===== src/rtl/cmd_status_arbiter.sv =====
// Round-robin arbiter that shares one command/status bus among N_REQ requesters.
// Only one transaction is in flight. A status timeout forces an ERROR status back to the requester.
module cmd_status_arbiter #(
  parameter int N_REQ      = 4,
  parameter int DATA_WIDTH = 8,
  parameter int TIMEOUT    = 16
) (
  input  logic                          i_clk,
  input  logic                          i_rst,
  input  logic [N_REQ-1:0]              i_cmd_valid,
  output logic [N_REQ-1:0]              o_cmd_ready,
  input  logic [N_REQ-1:0]              i_cmd,
  input  logic [N_REQ*DATA_WIDTH-1:0]   i_cmd_data,
  output logic [N_REQ-1:0]              o_sts_valid,
  input  logic [N_REQ-1:0]              i_sts_ready,
  output logic                          o_sts,
  output logic                          o_bus_command_valid,
  input  logic                          i_bus_command_ready,
  output logic                          o_bus_command,
  output logic [DATA_WIDTH-1:0]         o_bus_data,
  input  logic                          i_bus_status_valid,
  output logic                          o_bus_status_ready,
  input  logic                          i_bus_status,
  output logic                          o_busy,
  output logic [$clog2(N_REQ)-1:0]      o_grant_id,
  output logic                          o_timeout
);

  localparam int GW = $clog2(N_REQ);
  localparam int TW = $clog2(TIMEOUT + 1);

  typedef enum logic [1:0] {IDLE, ISSUE, WAIT_STS, RETURN} state_t;

  state_t                state, state_next;
  logic [GW-1:0]         last_grant;
  logic [GW-1:0]         pick, cand;
  logic                  found;
  logic [DATA_WIDTH-1:0] pick_data;
  logic [TW-1:0]         timer;
  logic                  timer_done;
  logic                  cmd_q;
  logic [DATA_WIDTH-1:0] data_q;

  assign timer_done    = (timer == TW'(TIMEOUT - 1));
  assign o_busy        = (state != IDLE);
  assign o_bus_command = cmd_q;
  assign o_bus_data    = data_q;

  // Scan from the requester after the last one served, wrapping around.
  always_comb begin
    // NOTE: every variable gets a default before any branch, so no path leaves it unassigned and no latch is inferred.
    found     = 1'b0;
    pick      = '0;
    cand      = '0;
    pick_data = '0;
    for (int i = 1; i <= N_REQ; i++) begin
      cand = GW'((int'(last_grant) + i) % N_REQ);
      if (!found && i_cmd_valid[cand]) begin
        found = 1'b1;
        pick  = cand;
      end
    end
    for (int r = 0; r < N_REQ; r++) begin
      if (pick == GW'(r)) pick_data = i_cmd_data[r*DATA_WIDTH +: DATA_WIDTH];
    end
  end

  always_comb begin
    state_next          = state;
    o_cmd_ready         = '0;
    o_sts_valid         = '0;
    o_bus_command_valid = 1'b0;
    o_bus_status_ready  = 1'b0;
    unique case (state)
      IDLE: begin
        o_bus_status_ready = 1'b1;
        // A requester is never told "accepted" while reset is discarding the handshake.
        if (found && i_rst) begin
          o_cmd_ready[pick] = 1'b1;
          state_next        = ISSUE;
        end
      end
      ISSUE: begin
        o_bus_command_valid = 1'b1;
        if (i_bus_command_ready) state_next = WAIT_STS;
      end
      WAIT_STS: begin
        o_bus_status_ready = 1'b1;
        if (i_bus_status_valid || timer_done) state_next = RETURN;
      end
      RETURN: begin
        o_bus_status_ready      = 1'b1;
        o_sts_valid[o_grant_id] = 1'b1;
        if (i_sts_ready[o_grant_id]) state_next = IDLE;
      end
      default: state_next = IDLE;
    endcase
  end

  always_ff @(posedge i_clk) begin
    // NOTE: sequential state uses non-blocking assignments so every register samples pre-edge values.
    if (!i_rst) begin
      state      <= IDLE;
      last_grant <= GW'(N_REQ - 1);
      o_grant_id <= '0;
      timer      <= '0;
      cmd_q      <= 1'b0;
      data_q     <= '0;
      o_sts      <= 1'b0;
      o_timeout  <= 1'b0;
    end else begin
      state     <= state_next;
      o_timeout <= 1'b0;
      unique case (state)
        IDLE: if (found) begin
          cmd_q      <= i_cmd[pick];
          data_q     <= pick_data;
          o_grant_id <= pick;
        end
        ISSUE: if (i_bus_command_ready) timer <= '0;
        WAIT_STS: begin
          // A real status beats a timeout that expires in the same cycle.
          if (i_bus_status_valid) begin
            o_sts <= i_bus_status;
          end else if (timer_done) begin
            o_sts     <= 1'b1;
            o_timeout <= 1'b1;
          end else begin
            timer <= timer + TW'(1);
          end
        end
        RETURN: if (i_sts_ready[o_grant_id]) last_grant <= o_grant_id;
        default: ;
      endcase
    end
  end

endmodule


===== config.mk =====
export PLATFORM = sky130hd
export DESIGN_NAME = cmd_status_arbiter
export DESIGN_NICKNAME = d
export VERILOG_FILES = /design/src/rtl/cmd_status_arbiter.sv
export SDC_FILE = /design/constraint.sdc
export NUM_CORES = 1
export LEC_CHECK = 0
export CORE_MARGIN = 3
export CORE_UTILIZATION = 42
export DETAILED_ROUTE_END_ITERATION = 16
export PLACE_DENSITY = 0.95
export SYNTH_ARGS = -nofsm -noshare
export SYNTH_HDL_FRONTEND = slang
export SYNTH_SLANG_ARGS = --single-unit
export TNS_END_PERCENT = 100

===== constraint.sdc =====
create_clock -name i_clk -period 2.8 [get_ports i_clk]
set_input_delay 0.56 -clock i_clk [delete_from_list [all_inputs] [get_ports i_clk]]
set_output_delay 0.56 -clock i_clk [all_outputs]
set_load 0.03 [all_outputs]

# [After elaboration in Yosys (flattened, before gate mapping)]
# Cells that the tools add are included.
[totals] regBits=22 out_inout_bits=24
[classes] addsub=5 order_cmp=8 n_eq_ne=13 mux=45 n_bitwise=2 reduce_logical=22
[ops] cell="8-bit two-way mux" count=4
[ops] cell="2-bit by 3-bit less-than comparator with 1-bit output (second input constant)" count=6
[ops] cell="1-bit two-way mux" count=17
[ops] cell="2-bit two-way mux" count=8
[ops] cell="5-bit two-way mux" count=3
[ops] cell="1-bit binary-select mux with 2-bit select" count=6
[ops] cell="4-bit two-way mux" count=3
[ops] cell="2-bit inequality test (second input constant)" count=6
[ops] cell="5-bit case mux with 2 select lines" count=1
[ops] cell="2-bit equality test (second input constant)" count=4
[ops] cell="2-bit case mux with 4 select lines" count=1
[ops] cell="4-bit AND reduction" count=2
[ops] cell="1-bit logical AND" count=6
[ops] cell="2-bit AND reduction" count=3
[ops] cell="2-bit nonzero test" count=3
[ops] cell="3-bit OR reduction" count=2
[ops] cell="5-bit by 1-bit adder with 5-bit output (second input constant)" count=1
[ops] cell="5-bit by 4-bit equality test with 1-bit output (second input constant)" count=1
[ops] cell="2-bit by 1-bit adder with 2-bit output (second input constant)" count=2
[ops] cell="2-bit adder (second input constant)" count=2
[ops] cell="1-bit demux with 2-bit select" count=2
[ops] cell="2-bit by 1-bit equality test with 1-bit output (second input constant)" count=2
[ops] cell="2-bit by 1-bit >= comparator with 1-bit output (second input constant)" count=2
[ops] cell="2-bit logical NOT" count=2
[ops] cell="3 further kinds" count=6

# [Longest topological paths before layout]
# Gate-level depths: netlist (run 1).
[depth] depth_word=19 ltp_mapped=8 depth_no_buf=8

# [Worst setup path after synthesis (run 1)]
# No wires, ideal clock.
[synth_path] kind="input -> output" startpoint="input port i_rst" endpoint="output port o_cmd_ready[1]" arrival_time_ns=1.779 slack_ns=0.461 cell_stages=5 n_path_buf=2 cell_sequence="clkbuf_1 inv_1 a311o_1 buf_2 nor2_1"
[synth_between] elab_chain_len=3
[synth_lines] item="start, declared" line="9" rtl="input logic i_rst,"
[synth_lines] item="1-bit logical AND" line="78" rtl="if (found && i_rst) begin"
[synth_lines] item="4-bit two-way mux" line="78"
[synth_lines] item="4-bit two-way mux" line="74" rtl="unique case (state)"
[synth_lines] item="end, declared" line="11" rtl="output logic [N_REQ-1:0] o_cmd_ready,"
# No other way between the ends.

# [Final worst setup path (run 1)]
[layout_path] startpoint="input port i_cmd_valid[3]" endpoint="output port o_cmd_ready[1]"
[layout_between] elab_chain_len=18 word_cells_on_any_way=30
[layout_lines] item="start, declared" line="10" rtl="input logic [N_REQ-1:0] i_cmd_valid,"
[layout_lines] item="1-bit binary-select mux with 2-bit select" line="58" rtl="if (!found && i_cmd_valid[cand]) begin"
[layout_lines] item="1-bit two-way mux (implied by the code)" line="58"
[layout_lines] item="1-bit two-way mux" line="58"
[layout_lines] item="1-bit logical NOT" line="58"
[layout_lines] item="1-bit logical AND" line="58"
[layout_lines] item="1-bit two-way mux" line="58"
[layout_lines] item="1-bit logical NOT" line="58"
[layout_lines] item="1-bit logical AND" line="58"
[layout_lines] item="[2 not listed]"
[layout_lines] item="1-bit logical AND" line="58"
[layout_lines] item="2-bit two-way mux" line="58"
[layout_lines] item="2-bit by 3-bit less-than comparator with 1-bit output (implied by the code) or 2-bit by 1-bit >= comparator with 1-bit output (tied branches)" line="79" rtl="o_cmd_ready[pick] = 1'b1;"
[layout_lines] item="1-bit logical AND (implied by the code)" line="79"
[layout_lines] item="1-bit two-way mux (implied by the code)" line="79"
[layout_lines] item="1-bit demux with 2-bit select" line="79"
[layout_lines] item="4-bit two-way mux *" line="78"
[layout_lines] item="4-bit two-way mux *" line="74"
# Every way passes the cells marked *; elsewhere a longest branch is shown, timed or not. The select of a mux whose other input is x is not followed.

==> results of run 1 <==
## state kept, by name, indices dropped and copies added (netlist names)
name           count
last_grant         2
o_bus_command      1
o_timeout          1
o_grant_id         2
state              2
o_sts              1
o_bus_data         8
timer              5
## cell usage in the layout, fill, tap and decap left out, types with 7 or more instances in the layout
master | netlist | layout
dfxtp_1 | 22 | 22
nand2_1 | 9 | 9
inv_1 | 9 | 9
a21o_1 | 8 | 8
o22ai_1 | 8 | 8
clkdlybuf4s50_1 | 0 | 67
buf_4 | 0 | 11
ha_1 | 7 | 7
nor2_1 | 17 | 15
mux2i_1 | 20 | 20
## cells by family after synthesis
| family | count (synthesis) | share of synthesized area [%] |
|---|---|---|
| flops | 22 | 32.1 |
| mux | 21 | 16.2 |
| simple gates | 53 | 19.9 |
| compound gates | 32 | 16.8 |
| xor+xnor | 3 | 1.91 |
| fa+ha+maj | 7 | 6.37 |
| buf+inv | 17 | 6.83 |
## through the flow
step                      util (%)  area, sq um  power (mW)  cells  setup slack (ps)
after global routing          71.9         2210        1.67    275              14.0
after floorplan                  -         1370       0.985    155               461
final                         71.9         2210        1.58    275               118
after detailed placement      69.9         2150        1.32    271              40.6
after global placement        69.9         2150        1.30    271              97.2
after CTS                     71.6         2200        1.58    275              41.1
## critical path, delay by kind of cell
family,cells,cell delay [ps]
AOI/OAI and AO/OA,2,530
buffers and inverters,2,710
and+or+nand+nor,2,320
## metal layers
| layer | vias to the layer above | wire length [um] | track usage (%) |
|---|---|---|---|
| met5 | - | 0 | 0 |
| met4 | 0 | 44 | 6.74 |
| met3 | 5 | 180 | 4.10 |
| met2 | 31 | 2070 | 35.4 |
| met1 | 676 | 1680 | 22.6 |
| li1 | 704 | - | - |
## cell usage after synthesis, types with 2 or more instances
cell / count / area (sq um)
inv_1: 9 / 33.8
clkbuf_1: 2 / 7.51
nor2_1: 17 / 63.8
nand2_1: 9 / 33.8
ha_1: 7 / 87.6
buf_2: 3 / 15.0
nand3_1: 6 / 30.0
o21ai_0: 2 / 10.0
o22ai_1: 8 / 50.1
nand4_1: 2 / 12.5
a21oi_1: 2 / 10.0
dfxtp_1: 22 / 440
a21o_1: 8 / 60.1
buf_6: 2 / 22.5
xor2_1: 2 / 17.5
mux2i_1: 20 / 200
nor2b_1: 6 / 37.5
o21ai_1: 4 / 20.0
nor3b_1: 2 / 15.0
nand2b_1: 2 / 12.5
and3_1: 2 / 12.5
## power groups by stage
stage / Sequential [mW] / Combinational [mW] / Clock [mW]
detailed placement: 0.462 / 0.861 / 0
floorplan: 0.574 / 0.412 / 0
finish: 0.454 / 0.871 / 0.255
global placement: 0.457 / 0.848 / 0
global route: 0.469 / 0.929 / 0.269
CTS: 0.454 / 0.869 / 0.257
## timing repair
action / 4_1_cts / 5_1_grt
resized for setup: 0 / 3
hold buffers: 0 / 0
endpoints found under the hold margin: 0 / 0
endpoints found under the setup margin: 0 / 4
## cell type report
class / instances / area (sq um) / share of cell area [%]
sequential: 22 / 440 / 19.9
clock buffer: 3 / 22.5 / 1.02
clock inverter: 1 / 30.0 / 1.36
multi-input combinational: 116 / 845 / 38.2
inverter: 9 / 33.8 / 1.53
timing repair buffer: 80 / 786 / 35.5
tap: 44 / 55.1 / 2.49
## worst max-delay path by stage
stage / cells after the start / startpoint / slack (ps) / endpoint
global placement: 6 / i_cmd_valid[1] / 100 / o_cmd_ready[1]
CTS: 6 / i_cmd_valid[1] / 40 / o_cmd_ready[1]
finish: 6 / i_cmd_valid[3] / 120 / o_cmd_ready[1]
floorplan: 5 / i_rst / 460 / o_cmd_ready[1]
global route: 6 / i_cmd_valid[3] / 10 / o_cmd_ready[3]
detailed placement: 6 / i_cmd_valid[1] / 40 / o_cmd_ready[1]
==> results.sh, run 1 <==
export IMPL_ys_seq_elements=22
export IMPL_clkPwrFrac_pct=16.1
export IMPL_yosysSeqAreaShare_pct=32.1
export IMPL_min_delay_start="o_bus_data[6]"
export IMPL_std_cell_rows=20
export IMPL_cts_root_buf="clkbuf_4"
export IMPL_ant_nets=0
export IMPL_rsz0062_at_grt="false"
export IMPL_drtIter0Drc=41
export IMPL_insertion_delay_ps=330
export IMPL_port_buffers=72
export IMPL_cts_buffers=3
export IMPL_worst_pin_slew_ps=427
export IMPL_crit_required_ps=2240
export IMPL_reg2reg_from="timer[0]"
export IMPL_fin_skew_ps=14.4
export IMPL_grt_pass1_vias=1354
export IMPL_synthCells=155
export IMPL_r2r_end="timer[3]"
export IMPL_grt_antenna_before_repair=0
export IMPL_hp_class="flop to flop"
export IMPL_pwr_share_comb_pct=55.1
export IMPL_die_h_um=63.2
export IMPL_crit_chain="clkdlybuf4s50_1 -> nor2b_1 -> o21ai_1 -> a311o_1 -> nor2_2 -> buf_12"
export IMPL_setup_violations=0
export IMPL_synth_fp_nets=211
export IMPL_n_fill_cell=246
export IMPL_min_to="o_bus_data[6]"
export IMPL_dp_hpwl_um=3050
export IMPL_pwr_share_seq_pct=28.8
export IMPL_nNetsFinal=288
export IMPL_post_cts_buffers=0
export IMPL_synth_edff_count=0
export IMPL_ys_types=39
export IMPL_hold_ws_ps=471
export IMPL_drive_gt1_share_pct=9.96
export IMPL_grt_pass1_wl_um=6270
export IMPL_routedWlPerCell_um=14.4
export IMPL_core_sq_um=3080
export IMPL_dr_pass1_iters=4
export IMPL_start_util_pct=44.6
export IMPL_timing_fmax_mhz=373
export IMPL_drv_cap=0
export IMPL_power_internal_mw=0.945
export IMPL_cts_tree="done"
export IMPL_viasPerCell=5.15
export IMPL_dieArea_sq_um=3990
export IMPL_clock_path_buffers=2
export IMPL_p_per_area_nw_per_um2=714
export IMPL_async_reset_ff_share_pct=0
export IMPL_synth_warning_count=0
export IMPL_setup_tns_ps=0
export IMPL_min_period_ps=2680
export IMPL_slowest_delay_ps=570
export IMPL_p_leak_nw=0.945
export IMPL_drc_errors=0
export IMPL_clk_pin_slew_ps=140
export IMPL_finalCritPeriodShare_pct=95.8
export IMPL_holdPathStages=1
export IMPL_max_slew_margin_rel_pct=71.4
export IMPL_slew_violations=0
export IMPL_place_congestion=0.867
export IMPL_drt_wl_total_um=3970
export IMPL_gr_total_overflow=0
export IMPL_num_vias=1416
export IMPL_n_antenna_cell=0
export IMPL_pin_count=73
export IMPL_die_w_um=63.2
export IMPL_crit_arrival_ps=2120
export IMPL_grt_max_degree=14
export IMPL_switching_share_pct=40.2
export IMPL_synthToLayoutAreaGrowth_pct=61.0
export IMPL_cts_htree_levels=1
export IMPL_critPathCaptureType="primary output"
export IMPL_p_switching_mw=0.635
export IMPL_crit_type="input pin to primary output"
export IMPL_hold_viol=0
export IMPL_track_usage_pct=19.6
export IMPL_avgSynthCellArea_sq_um=8.86
export IMPL_ir_drop_uv=452
export IMPL_run_status="finished, final reports clean"
export IMPL_critPathSlowestCell="clkdlybuf4s50_1"
export IMPL_r2r_setup_slack_ps=720
export IMPL_clock_sinks=22
export IMPL_ff2ff_path_depth=8
export IMPL_path_max_fanout=6
export IMPL_start_kind="input pin"
export IMPL_synthesis_area_sq_um=1370
export IMPL_ys_flop_type="dfxtp_1"
Note: power is estimated with default switching activity, not from simulation.
==> inputs of run 2 (changes only) <==
--- a/config.mk
+++ b/config.mk
@@ -8,6 +8,7 @@
 export CORE_MARGIN = 3
 export CORE_UTILIZATION = 42
 export DETAILED_ROUTE_END_ITERATION = 16
+export MAX_ROUTING_LAYER = met4
 export PLACE_DENSITY = 0.95
 export SYNTH_ARGS = -nofsm -noshare
 export SYNTH_HDL_FRONTEND = slang
==> run 2 against run 1 <==
  * First-iteration DRC count increased by 34%
  * Critical path depth unchanged
  * Worst setup slack got worse by 1.3 ps
  * Total power decreased by 0.17%
  * Sequential cell count unchanged
  * Critical path type unchanged
  * Critical endpoint unchanged
  * Largest cell class unchanged
  * Highest routed layer unchanged
==> results.sh, run 2 (synthesized netlist as in run 1, its figures left out) <==
export IMPL_run_status="finished, final reports clean"
export IMPL_nNetsFinal=288
export IMPL_hold_ws_ps=470
export IMPL_switching_share_pct=40.1
export IMPL_path_max_fanout=6
export IMPL_pin_count=73
export IMPL_setup_tns_ps=0
export IMPL_grt_pass1_vias=1352
export IMPL_critPathCaptureType="primary output"
export IMPL_p_leak_nw=0.945
export IMPL_hold_buffers=0
export IMPL_track_usage_pct=20.2
export IMPL_rsz0062_at_grt="false"
export IMPL_fin_skew_ps=13.2
export IMPL_cts_root_buf="clkbuf_4"
export IMPL_crit_required_ps=2240
export IMPL_clkPwrFrac_pct=16.0
export IMPL_critPathSlowestCell="clkdlybuf4s50_1"
export IMPL_cts_tree="done"
export IMPL_worst_pin_slew_ps=422
export IMPL_drv_cap=0
export IMPL_pre_cts_ws_ps=40.6
export IMPL_viasPerCell=5.15
export IMPL_slowest_delay_ps=570
export IMPL_dp_hpwl_um=3050
export IMPL_power_mw=1.58
export IMPL_place_congestion=0.881
export IMPL_port_buffers=72
export IMPL_cts_repair_resize_count=0
export IMPL_routedWlPerCell_um=14.4
export IMPL_start_util_pct=44.6
export IMPL_p_per_area_nw_per_um2=713
export IMPL_crit_type="input pin to primary output"
export IMPL_finalCritPeriodShare_pct=95.8
export IMPL_setup_violations=0
export IMPL_grt_max_degree=14
export IMPL_std_cell_rows=20
export IMPL_gr_total_overflow=0
export IMPL_cts_htree_levels=1
export IMPL_power_internal_mw=0.945
export IMPL_fin_ws_ps=117
export IMPL_drtIter0Drc=55
export IMPL_drt_wl_total_um=3960
export IMPL_dieArea_sq_um=3990
export IMPL_p_switching_mw=0.632
export IMPL_slew_violations=0
export IMPL_ir_drop_uv=449
export IMPL_pwr_share_comb_pct=55.2
export IMPL_post_cts_buffers=0
export IMPL_clk_pin_slew_ps=140
export IMPL_core_sq_um=3080
export IMPL_clock_sinks=22
export IMPL_clock_path_buffers=2
export IMPL_crit_arrival_ps=2120
export IMPL_synthToLayoutAreaGrowth_pct=61.0
export IMPL_grt_antenna_before_repair=0
export IMPL_layout_common_cells="clkdlybuf4s50_1 (67), dfxtp_1 (22), mux2i_1 (20)"
export IMPL_die_h_um=63.2
export IMPL_pwr_share_seq_pct=28.8
export IMPL_hp_class="flop to flop"
export IMPL_ant_nets=0
export IMPL_drive_gt1_share_pct=9.96
export IMPL_drc_errors=0
export IMPL_dr_pass1_iters=4
export IMPL_min_period_ps=2680
export IMPL_cts_buffers=3
export IMPL_crit_chain="clkdlybuf4s50_1 -> nor2b_1 -> o21ai_1 -> a311o_1 -> nor2_2 -> buf_12"
export IMPL_grt_pass1_wl_um=6290
export IMPL_insertion_delay_ps=330
export IMPL_start_kind="input pin"
export IMPL_max_slew_margin_rel_pct=71.7
export IMPL_die_w_um=63.2
export IMPL_timing_fmax_mhz=373
export IMPL_final_common_cell="clkdlybuf4s50_1"
export IMPL_n_antenna_cell=0
export IMPL_largest_reg_flops=8
export IMPL_hold_viol=0
export IMPL_num_vias=1416
run 2: cell counts in the layout (fill, tap and decap cells not counted):
Identical to the previous run, type by type.
run 2: final timing paths:
check                 startpoint        endpoint  slack [ps]  cells after the start
setup reg to reg        timer[0]        timer[3]         730                      8
hold / removal     o_bus_data[6]   o_bus_data[6]         470                      1
hold reg to reg    o_bus_data[6]   o_bus_data[6]         470                      1
setup / recovery  i_cmd_valid[3]  o_cmd_ready[1]         120                      6
run 2: final cells by class:
class,instances,area (sq um)
Clock buffer,3,22.5
Inverter,9,33.8
Timing Repair Buffer,80,786
Sequential cell,22,440
Fill cell,246,866
Multi-Input combinational cell,116,845
Clock inverter,1,30.0
Tap cell,44,55.1
run 2: worst max-delay path: cells and delay by family:
family / cells / cell delay [ps]
AO/OA/AOI/OAI: 2 / 480
buffers and inverters: 2 / 710
AND/OR/NAND/NOR: 2 / 370
run 2: per-layer routing:
metal / GRT usage [%] / wire (um) / vias up
met5: - / 0 / -
met4: 6.74 / 45 / 0
met3: 3.92 / 174 / 5
met2: 35.4 / 2070 / 33
met1: 22.9 / 1670 / 673
li1: - / - / 705
run 2: power by group through the flow:
stage	clock, mW	sequential (mW)	combinational [mW]
3_5_place_dp	0	0.462	0.861
2_1_floorplan	0	0.574	0.412
6_report	0.253	0.454	0.870
4_1_cts	0.257	0.454	0.869
5_1_grt	0.269	0.469	0.929
3_3_place_gp	0	0.457	0.848
run 2: metrics by stage:
stage                     util (%)  instance area (sq um)  instances
after detailed placement      69.9                   2150        271
after global placement        69.9                   2150        271
final                         71.9                   2210        275
after global routing          71.9                   2210        275
after CTS                     71.6                   2200        275
after floorplan                  -                   1370        155
==> inputs of run 3 (changes only) <==
--- a/config.mk
+++ b/config.mk
@@ -10,6 +10,7 @@
 export DETAILED_ROUTE_END_ITERATION = 16
 export MAX_ROUTING_LAYER = met4
 export PLACE_DENSITY = 0.95
+export RECOVER_POWER = 100
 export SYNTH_ARGS = -nofsm -noshare
 export SYNTH_HDL_FRONTEND = slang
 export SYNTH_SLANG_ARGS = --single-unit
==> run 3 against run 2 <==
  * Count of clock-buffer cells in the layout stayed put
  * Sequential power about the same
  * Sequential share of layout area rose by 0.12 points
  * Via count hardly changed
  * Sequential cell count did not move
  * Hold slack got worse by 5.6 ps
  * Wire length about the same
  * Utilization shrank 0.45 points
  * Global-route usage did not move
==> results.sh, run 3 (synthesized netlist as in run 1, its figures left out) <==
export IMPL_final_common_cell="clkdlybuf4s50_1"
export IMPL_setup_tns_ps=0
export IMPL_gr_total_overflow=0
export IMPL_port_buffers=72
export IMPL_track_usage_pct=20.2
export IMPL_slowest_delay_ps=490
export IMPL_r2r_end="timer[3]"
export IMPL_grt_pass1_vias=1352
export IMPL_num_vias=1415
export IMPL_grt_use_met3_pct=3.92
export IMPL_timing_fmax_mhz=372
export IMPL_cts_tree="done"
export IMPL_clk_pin_slew_ps=140
export IMPL_viasPerCell=5.15
export IMPL_finalCritPeriodShare_pct=96.0
export IMPL_grt_met1_usage_pct=22.9
export IMPL_hold_buffers=0
export IMPL_insertion_delay_ps=330
export IMPL_clock_path_buffers=2
export IMPL_ant_nets=0
export IMPL_switching_share_pct=40.8
export IMPL_cpMostUsedCell="nor2_1"
export IMPL_drtIter0Drc=70
export IMPL_die_h_um=63.2
export IMPL_crit_required_ps=2240
export IMPL_crit_chain="clkdlybuf4s50_1 -> o41ai_2 -> clkbuf_2 -> nor2_1 -> nand4_1 -> nor2_1 -> clkbuf_4"
export IMPL_dieArea_sq_um=3990
export IMPL_finalNonFillerCells=275
export IMPL_critPathSlowestCell="clkdlybuf4s50_1"
export IMPL_worst_pin_slew_ps=700
export IMPL_synthToLayoutAreaGrowth_pct=60.0
export IMPL_dp_hpwl_um=3050
export IMPL_std_cell_rows=20
export IMPL_grt_antenna_before_repair=0
export IMPL_drv_cap=0
export IMPL_pwr_share_comb_pct=54.0
export IMPL_crit_start="i_cmd_valid[0]"
export IMPL_grt_busiest_layer="met2"
export IMPL_hp_class="flop to flop"
export IMPL_slew_violations=0
export IMPL_placed_cells=271
export IMPL_cts_root_buf="clkbuf_4"
export IMPL_p_leak_nw=0.982
export IMPL_fin_skew_ps=14.3
export IMPL_ir_drop_uv=429
export IMPL_drive_gt1_share_pct=9.09
export IMPL_crit_arrival_ps=2130
export IMPL_drc_errors=0
export IMPL_routedWlPerCell_um=14.4
export IMPL_run_status="finished, final reports clean"
export IMPL_power_mw=1.53
export IMPL_power_internal_mw=0.906
export IMPL_drt_wl_total_um=3950
export IMPL_place_congestion=0.881
export IMPL_cts_buffers=3
export IMPL_use_met2_pct=35.4
export IMPL_nNetsFinal=288
export IMPL_clkPwrFrac_pct=16.5
export IMPL_fin_util_pct=71.4
export IMPL_setup_violations=0
export IMPL_die_w_um=63.2
export IMPL_core_sq_um=3080
export IMPL_rsz0062_at_grt="false"
export IMPL_largest_reg_flops=8
export IMPL_min_period_ps=2690
export IMPL_path_max_fanout=4
export IMPL_p_per_area_nw_per_um2=696
export IMPL_dr_pass1_iters=4
export IMPL_critPathCaptureType="primary output"
export IMPL_ff2ff_path_depth=8
export IMPL_cp_num_cells=7
export IMPL_p_switching_mw=0.624
export IMPL_grt_pass1_wl_um=6290
export IMPL_timing_critical_path_buf_inv=3
export IMPL_endpoint="o_cmd_ready[2]"
export IMPL_r2r_setup_slack_ps=500
export IMPL_n_antenna_cell=0
export IMPL_start_kind="input pin"
export IMPL_layout_common_cells="clkdlybuf4s50_1 (47), dfxtp_1 (22), mux2i_1 (20), dlygate4sd3_1 (20), nor2_1 (15)"
export IMPL_cts_htree_levels=1
export IMPL_max_slew_margin_rel_pct=53.0
export IMPL_pwr_share_seq_pct=29.5
export IMPL_hold_viol=0
export IMPL_cp_top_family="buffers and inverters"
export IMPL_pin_count=73
export IMPL_grt_max_degree=14
export IMPL_reg2reg_from="timer[0]"
export IMPL_hold_ws_ps=465
export IMPL_clock_sinks=22
export IMPL_crit_type="input pin to primary output"
export IMPL_start_util_pct=44.6
[run 3: changes by cell type in the layout (fill, tap and decap cells not counted)]
cell and change:
clkbuf_4 +1, dlygate4sd3_1 +20, clkbuf_2 +2, nor3_2 -1
o21ai_1 -1, o21ai_0 +1, clkdlybuf4s50_1 -20, clkbuf_1 +1
nor3_1 +1, buf_4 -4
[run 3: what timing repair did]
| action | CTS | global route |
|---|---|---|
| buffers inserted | 0 | 0 |
| hold endpoints to repair | 0 | 0 |
| resized for setup | 0 | 3 |
| endpoints found under the setup margin | 0 | 4 |
[run 3: worst reg2reg max path, delay by kind of cell (launching register included)]
family          cells  cell delay [ps]
simple gates        4             1050
fa+ha+maj           2              410
flops               1              360
compound gates      1              200
xor+xnor            1              190
[run 3: layer usage]
metal / up-vias / wire [um]
li1: 708 / -
met1: 671 / 1680
met2: 31 / 2060
met3: 5 / 166
met4: 0 / 45
met5: - / 0
[run 3: how the worst min path moves through the flow]
stage / start / end / slack [ps] / cells after the start
finish: o_bus_data[6] / o_bus_data[6] / 460 / 1
CTS: o_bus_data[7] / o_bus_data[7] / 470 / 1
detailed placement: o_bus_data[7] / o_bus_data[7] / 440 / 1
global placement: o_bus_data[1] / o_bus_data[1] / 430 / 1
global route: o_bus_data[6] / o_bus_data[6] / 490 / 1
floorplan: timer[4] / timer[4] / 460 / 2
[run 3: final cells by class]
class	count	area, sq um
fill	248	880
timing repair buffer	80	777
inverter	9	33.8
sequential	22	440
clock buffer	3	22.5
clock inverter	1	30.0
multi-input combinational	116	840
tap	44	55.1
[run 3: stage by stage]
| stage | setup WS [ps] | instance area (sq um) |
|---|---|---|
| 2_1_floorplan | 461 | 1370 |
| 3_3_place_gp | 97.2 | 2150 |
| 3_5_place_dp | 40.6 | 2150 |
| 4_1_cts | 41.1 | 2200 |
| 5_1_grt | 9.46 | 2200 |
| 6_report | 111 | 2200 |
[run 3: power by group through the flow]
stage                     registers [mW]  logic, mW  clock network [mW]
after floorplan                    0.574      0.412                   0
after global placement             0.457      0.848                   0
after detailed placement           0.462      0.861                   0
after CTS                          0.454      0.869               0.257
after global routing               0.466      0.885               0.269
final                              0.451      0.826               0.253
